`config.mk`:
```
export PLATFORM = sky130hd
export DESIGN_NAME = dz_scan
export DESIGN_NICKNAME = d
export VERILOG_FILES = /design/src/rtl/dz_scan.sv
export SDC_FILE = /design/constraint.sdc
export NUM_CORES = 1
export LEC_CHECK = 0
export ABC_AREA = 1
export BUFFER_PORTS_ARGS = -buffer_cell sky130_fd_sc_hd__buf_2
export CAP_MARGIN = 10
export CELL_PAD_IN_SITES_DETAIL_PLACEMENT = 2
export CELL_PAD_IN_SITES_GLOBAL_PLACEMENT = 2
export CORE_MARGIN = 4
export CORE_UTILIZATION = 33
export CTS_BUF_LIST = sky130_fd_sc_hd__clkbuf_4 sky130_fd_sc_hd__clkbuf_8
export DETAILED_ROUTE_END_ITERATION = 6
export PLACE_DENSITY_LB_ADDON = 0.1
export SLEW_MARGIN = 5
export SYNTH_ARGS = -nofsm -noshare
export SYNTH_HDL_FRONTEND = slang
export SYNTH_SLANG_ARGS = --single-unit
```
`constraint.sdc`:
```
create_clock -name clk -period 1.7 [get_ports clk]
set_input_delay 0.17 -clock clk [delete_from_list [all_inputs] [get_ports clk]]
set_output_delay 0.17 -clock clk [all_outputs]
set_load 0.1 [all_outputs]
```
`src/rtl/dz_scan.sv`:
```
// dz_scan: bicolor 8x8 dot-matrix row-scan driver with a tear-free image double buffer.
// Latency: st in IDLE -> one ghost-blank cycle, then row 0 lit; fail -> colour one cycle later.
// Backpressure: none. st is always accepted; within a frame the last strobe wins.
//
// Parameters: DIV (clocks per row dwell, 2..65535), BLINK_FRAMES (frames per blink half-period).
// Optional feature macro: DZ_SCAN_BLINK_EN (green "fail" image blinks instead of staying lit).
// Ports:
//   clk, rst        - clock and synchronous active-high reset
//   st, num[3:0]    - load strobe and image index (0-7 hatch, 8-11 animals, 12-15 blank)
//   fail            - colour select: 0 red, 1 green
//   row[7:0]        - active-low row select
//   colg/colr[7:0]  - active-high green/red column data
//   frame_done      - pulse in the last cycle of the row-7 dwell
module dz_scan #(
    parameter int unsigned DIV          = 1000,
    parameter int unsigned BLINK_FRAMES = 32
) (
    input  logic       clk,
    input  logic       rst,
    input  logic       st,
    input  logic [3:0] num,
    input  logic       fail,
    output logic [7:0] row,
    output logic [7:0] colg,
    output logic [7:0] colr,
    output logic       frame_done
);

    if (DIV < 2 || DIV > 65535 || BLINK_FRAMES < 1) begin : g_bad_param
        $error("dz_scan: DIV must be 2..65535 and BLINK_FRAMES >= 1");
    end

    localparam logic [15:0] PSC_LAST = 16'(DIV - 1);

    // Image table, row r in bits [8r+7:8r] (row 7 is the leftmost byte).
    localparam logic [63:0] IMG [16] = '{
        64'h183C7E7E7E7E3C18,  // 0  whole egg
        64'h183C7E7E6E7E3C18,  // 1  first crack
        64'h183C7E6E567E3C18,  // 2
        64'h183C6E56667E3C18,  // 3
        64'h18245A66567E3C18,  // 4
        64'h1824424256663C18,  // 5
        64'h0024424242663C18,  // 6
        64'h0000424242663C18,  // 7  shell open
        64'h0066FFFF7E3C1800,  // 8  animal: heart-chick
        64'h3C4299A581A5423C,  // 9  animal: face
        64'h1818183C7EFF1818,  // 10 animal: bird
        64'h42E77E3C3C7EE742,  // 11 animal: bug
        64'h0000000000000000,  // 12 blank
        64'h0000000000000000,  // 13 blank
        64'h0000000000000000,  // 14 blank
        64'h0000000000000000   // 15 blank
    };

    typedef enum logic {S_IDLE, S_SCAN} state_t;

    state_t      state_q, state_d;
    logic [15:0] psc_q, psc_d;
    logic [2:0]  rowc_q, rowc_d;
    logic [3:0]  cur_q, cur_d;
    logic [3:0]  pend_q, pend_d;
    logic        pend_v_q, pend_v_d;
    logic [7:0]  row_q, row_d;
    logic [7:0]  colg_q, colg_d;
    logic [7:0]  colr_q, colr_d;

    logic [63:0] img_w;
    logic [7:0]  img_byte;
    logic        boundary;
    logic        dark;

    assign img_w    = IMG[cur_q];
    assign img_byte = img_w[{rowc_q, 3'b000} +: 8];
    assign boundary = (state_q == S_SCAN) && (rowc_q == 3'd7) && (psc_q == PSC_LAST);

`ifdef DZ_SCAN_BLINK_EN
    logic [15:0] bcnt_q, bcnt_d;
    logic        dark_q, dark_d;

    // Blink phase only runs while fail is held; it restarts lit whenever fail drops.
    always_comb begin
        bcnt_d = bcnt_q;
        dark_d = dark_q;
        if (!fail) begin
            bcnt_d = '0;
            dark_d = 1'b0;
        end else if (boundary) begin
            if (bcnt_q == 16'(BLINK_FRAMES - 1)) begin
                bcnt_d = '0;
                dark_d = ~dark_q;
            end else begin
                bcnt_d = bcnt_q + 16'd1;
            end
        end
    end

    always_ff @(posedge clk) begin
        if (rst) begin
            bcnt_q <= '0;
            dark_q <= 1'b0;
        end else begin
            bcnt_q <= bcnt_d;
            dark_q <= dark_d;
        end
    end

    assign dark = dark_q;
`else
    assign dark = 1'b0;
`endif

    always_comb begin
        state_d  = state_q;
        psc_d    = psc_q;
        rowc_d   = rowc_q;
        cur_d    = cur_q;
        pend_d   = pend_q;
        pend_v_d = pend_v_q;
        row_d    = 8'hFF;
        colg_d   = 8'h00;
        colr_d   = 8'h00;

        case (state_q)
            S_IDLE: begin
                if (st) begin
                    state_d  = S_SCAN;
                    cur_d    = num;
                    pend_v_d = 1'b0;
                    psc_d    = '0;
                    rowc_d   = '0;
                end
            end
            S_SCAN: begin
                // Outputs lag the scan counters by one register stage, so the
                // prescaler-0 cycle of each row becomes the blank ghost guard.
                if (psc_q != '0) begin
                    row_d = ~(8'b1 << rowc_q);
                    if (!dark) begin
                        colg_d = fail ? img_byte : 8'h00;
                        colr_d = fail ? 8'h00 : img_byte;
                    end
                end

                if (psc_q == PSC_LAST) begin
                    psc_d  = '0;
                    rowc_d = rowc_q + 3'd1;
                end else begin
                    psc_d = psc_q + 16'd1;
                end

                // A strobe on the boundary cycle bypasses the pending slot.
                if (boundary) begin
                    if (st) begin
                        cur_d    = num;
                        pend_v_d = 1'b0;
                    end else if (pend_v_q) begin
                        cur_d    = pend_q;
                        pend_v_d = 1'b0;
                    end
                end else if (st) begin
                    pend_d   = num;
                    pend_v_d = 1'b1;
                end
            end
            default: state_d = S_IDLE;
        endcase
    end

    always_ff @(posedge clk) begin
        if (rst) begin
            state_q  <= S_IDLE;
            psc_q    <= '0;
            rowc_q   <= '0;
            cur_q    <= '0;
            pend_q   <= '0;
            pend_v_q <= 1'b0;
            row_q    <= 8'hFF;
            colg_q   <= 8'h00;
            colr_q   <= 8'h00;
        end else begin
            state_q  <= state_d;
            psc_q    <= psc_d;
            rowc_q   <= rowc_d;
            cur_q    <= cur_d;
            pend_q   <= pend_d;
            pend_v_q <= pend_v_d;
            row_q    <= row_d;
            colg_q   <= colg_d;
            colr_q   <= colr_d;
        end
    end

    assign row        = row_q;
    assign colg       = colg_q;
    assign colr       = colr_q;
    assign frame_done = boundary;

endmodule
```
==> results.cfg <==
[power_and_ir_drop]
peakVddDrop_mv = 0.315
p_leak_nw = 1.54
p_per_area_mw_per_mm2 = 647

[detailed_routing]
wl_per_cell_microns = 16.4
drt_iter0_drc = 126
viasPerCell = 5.15
dr_total_vias = 3071
finalWirelength_microns = 9770
first_pass_iters = 4
drc = 0
ant_nets = 0

[timing]
setup_ws_ns = -0.150
setup_viol = 1
slew_headroom = 0.673
period_needed_ns = 1.85
setup-tns-final_ns = -0.150
fmax_mhz = 541
rsz0062_at_grt = yes
hold_viol = 0
finalClockSkew_ns = 0.0118
period_share = 1.09
tightest_slew_ns = 0.493
drv_slew = 0
whs_ns = 0.0929

[synthesis]
async_flop_share = 0
yosysSeqAreaShare = 0.340
synth.avg_cell_area_sq_um = 6.50
synth_seq_cells = 49
synth_edf_count = 0
syn-cell-area_sq_mm = 0.00289
synth_top_area_cell = dfxtp_1
synth_top_area_frac = 0.340
ys.warnings.count = 0
yosysUniqueCellTypes = 32
synth_fp_nets = 466
synth_cells = 444
synth_area_leaders = dfxtp_1 34%, nand2_1 17%, nand3_1 8.5%
synthFlopType = dfxtp_1

[worst_setup_path]
critPathArrivalTime_ns = 1.68
path_cells = inv_2, nor2_2, nand2_2, nor3_4, nand3_2, nor3b_4, buf_12
cp_data_required_time_ns = 1.53
cpLargestDelayFamily = simple AND/OR/NAND/NOR gates
critPathCaptureType = output pin
critPathMaxStageDelay_ns = 0.37
critPathMaxFanout = 3
crit_type = flip-flop to output pin
cp-start-kind = flip-flop
crit_buf_inv = 2
slowest_stage = dfxtp_4

[layout]
layout-drive-gt1-share = 0.244
areaGrowthSynthToFinish_pct = 21.2
stdcell_area_sq_mm = 0.00350
instances_no_fill = 596
fin_nets = 512
n_antenna_cell = 0

[global_routing]
grt_util_met3 = 0.0262
grt_use_total = 0.194
antenna_found_initial = 0
grtUsageMet2 = 0.326
met1_usage = 0.267
grt-busiest-layer = met2
grt_pass1_vias = 3244
grt_pass1_wl_microns = 16100
grt_max_degree = 17
grt_overflow = 0

[min_path]
hold_path.class = input port to flip-flop

[floorplan]
start_util = 0.345
ios = 33
dieWidth_microns = 102
core_area_sq_mm = 0.00838
die_h_microns = 102
die_area_sq_mm = 0.0103
num_rows = 33

[place]
io_buffer_count = 32
dpl_cell_area_sq_mm = 0.00325
dp_hpwl_microns = 7470
dp.cells = 578
gp_congestion = 0.826

[clock_tree]
root_buffer = clkbuf_8
clock-sinks = 49
cts_tree = done
clk_latency_ns = 0.31
htreeDepth = 2
cts-buffers-inserted = 5
path_clk_slew_ns = 0.10
cts_buffer_depth = 2
holdBufCountCts = 0

[run_status]
status = finished, violations left
violations = negative setup slack

[job]
maxCapViolCount = 0
repair_timing:
item | CTS | global route
resized for setup | 4 | 20
endpoints found under the setup margin | 1 | 21
buffers inserted | 5 | 5
pin swaps | 1 | 1
synthesized netlist by cell type (6+ instances only):
cell type	count
nor2_2	11
o21ai_0	18
nand2_1	131
nor2_1	45
nand3_1	49
inv_1	38
dfxtp_1	49
nand2_2	6
a21oi_1	32
ha_1	14
buf_2	6
layout by cell type, fill, tap and decap left out, types with 3 or more instances in the layout:
cell	count
nand4_1	5
nor2_2	11
nand2_2	8
buf_2	31
inv_1	36
nand2_1	128
buf_4	23
dfxtp_4	3
nand3_1	47
a21oi_1	30
ha_1	10
nor3_1	3
nor2_4	3
o21ai_0	17
o21ai_1	3
dfxtp_2	7
inv_2	6
dfxtp_1	39
clkinvlp_4	3
nor2_1	44
clkbuf_8	5
metrics by stage:
stage,power (mW),setup WS (ns),util
after floorplan,1.44,-0.147,-
after global placement,1.53,0.128,0.388
after detailed placement,1.54,0.0666,0.388
after CTS,2.28,-0.155,0.404
after global routing,2.40,-0.263,0.418
final,2.27,-0.150,0.418
state kept, by name (all words and copies together), names as in the netlist:
name	flops
colr	6
pend_v_q	1
cur_q	4
rowc_q	3
state_q	1
psc_q	16
pend_q	4
row	8
colg	6
worst min-delay path: cells and delay by family:
| family | cells | cell delay [ns] |
|---|---|---|
| and+or+nand+nor | 2 | 0.12 |
| buffers and inverters | 1 | 0.09 |
logic make-up after synthesis:
group	synth area share
AOI/OAI and AO/OA	0.107
adders and majority gates	0.0607
and+or+nand+nor	0.399
DFF	0.340
buffers and inverters	0.0932
worst paths after layout:
check,startpoint,cells past startpoint,slack (ns),endpoint
max reg2reg,psc_q[0]$_SDFFE_PP0P_,8,0.11,colg[6]$_SDFF_PP0_
max,psc_q[5]$_SDFFE_PP0P_,7,-0.15,frame_done
min,num[3],3,0.09,pend_q[3]$_SDFFE_PP0P_
min reg2reg,psc_q[9]$_SDFFE_PP0P_,2,0.50,psc_q[9]$_SDFFE_PP0P_
layer usage:
layer	routed length, microns	share of wire	vias to the layer above
met5	0	0	-
met4	82	0.0084	0
li1	-	-	1507
met1	4780	0.49	1509
met2	4610	0.47	47
met3	292	0.030	8
layout make-up:
class / count / area, sq um
Tap cell: 105 / 131
Fill cell: 1048 / 4880
Inverter: 46 / 178
Clock inverter: 3 / 21.3
Sequential cell: 49 / 1000
Clock buffer: 5 / 68.8
Multi-Input combinational cell: 332 / 1740
Timing Repair Buffer: 56 / 359
report_power, final:
part / total (mW) / switching, mW / internal, mW
Sequential: 1.19 / 0.0261 / 1.17
Clock: 0.731 / 0.440 / 0.291
Combinational: 0.342 / 0.235 / 0.107
Total: 2.27 / 0.701 / 1.57
Power figures use the tool's default switching activity.
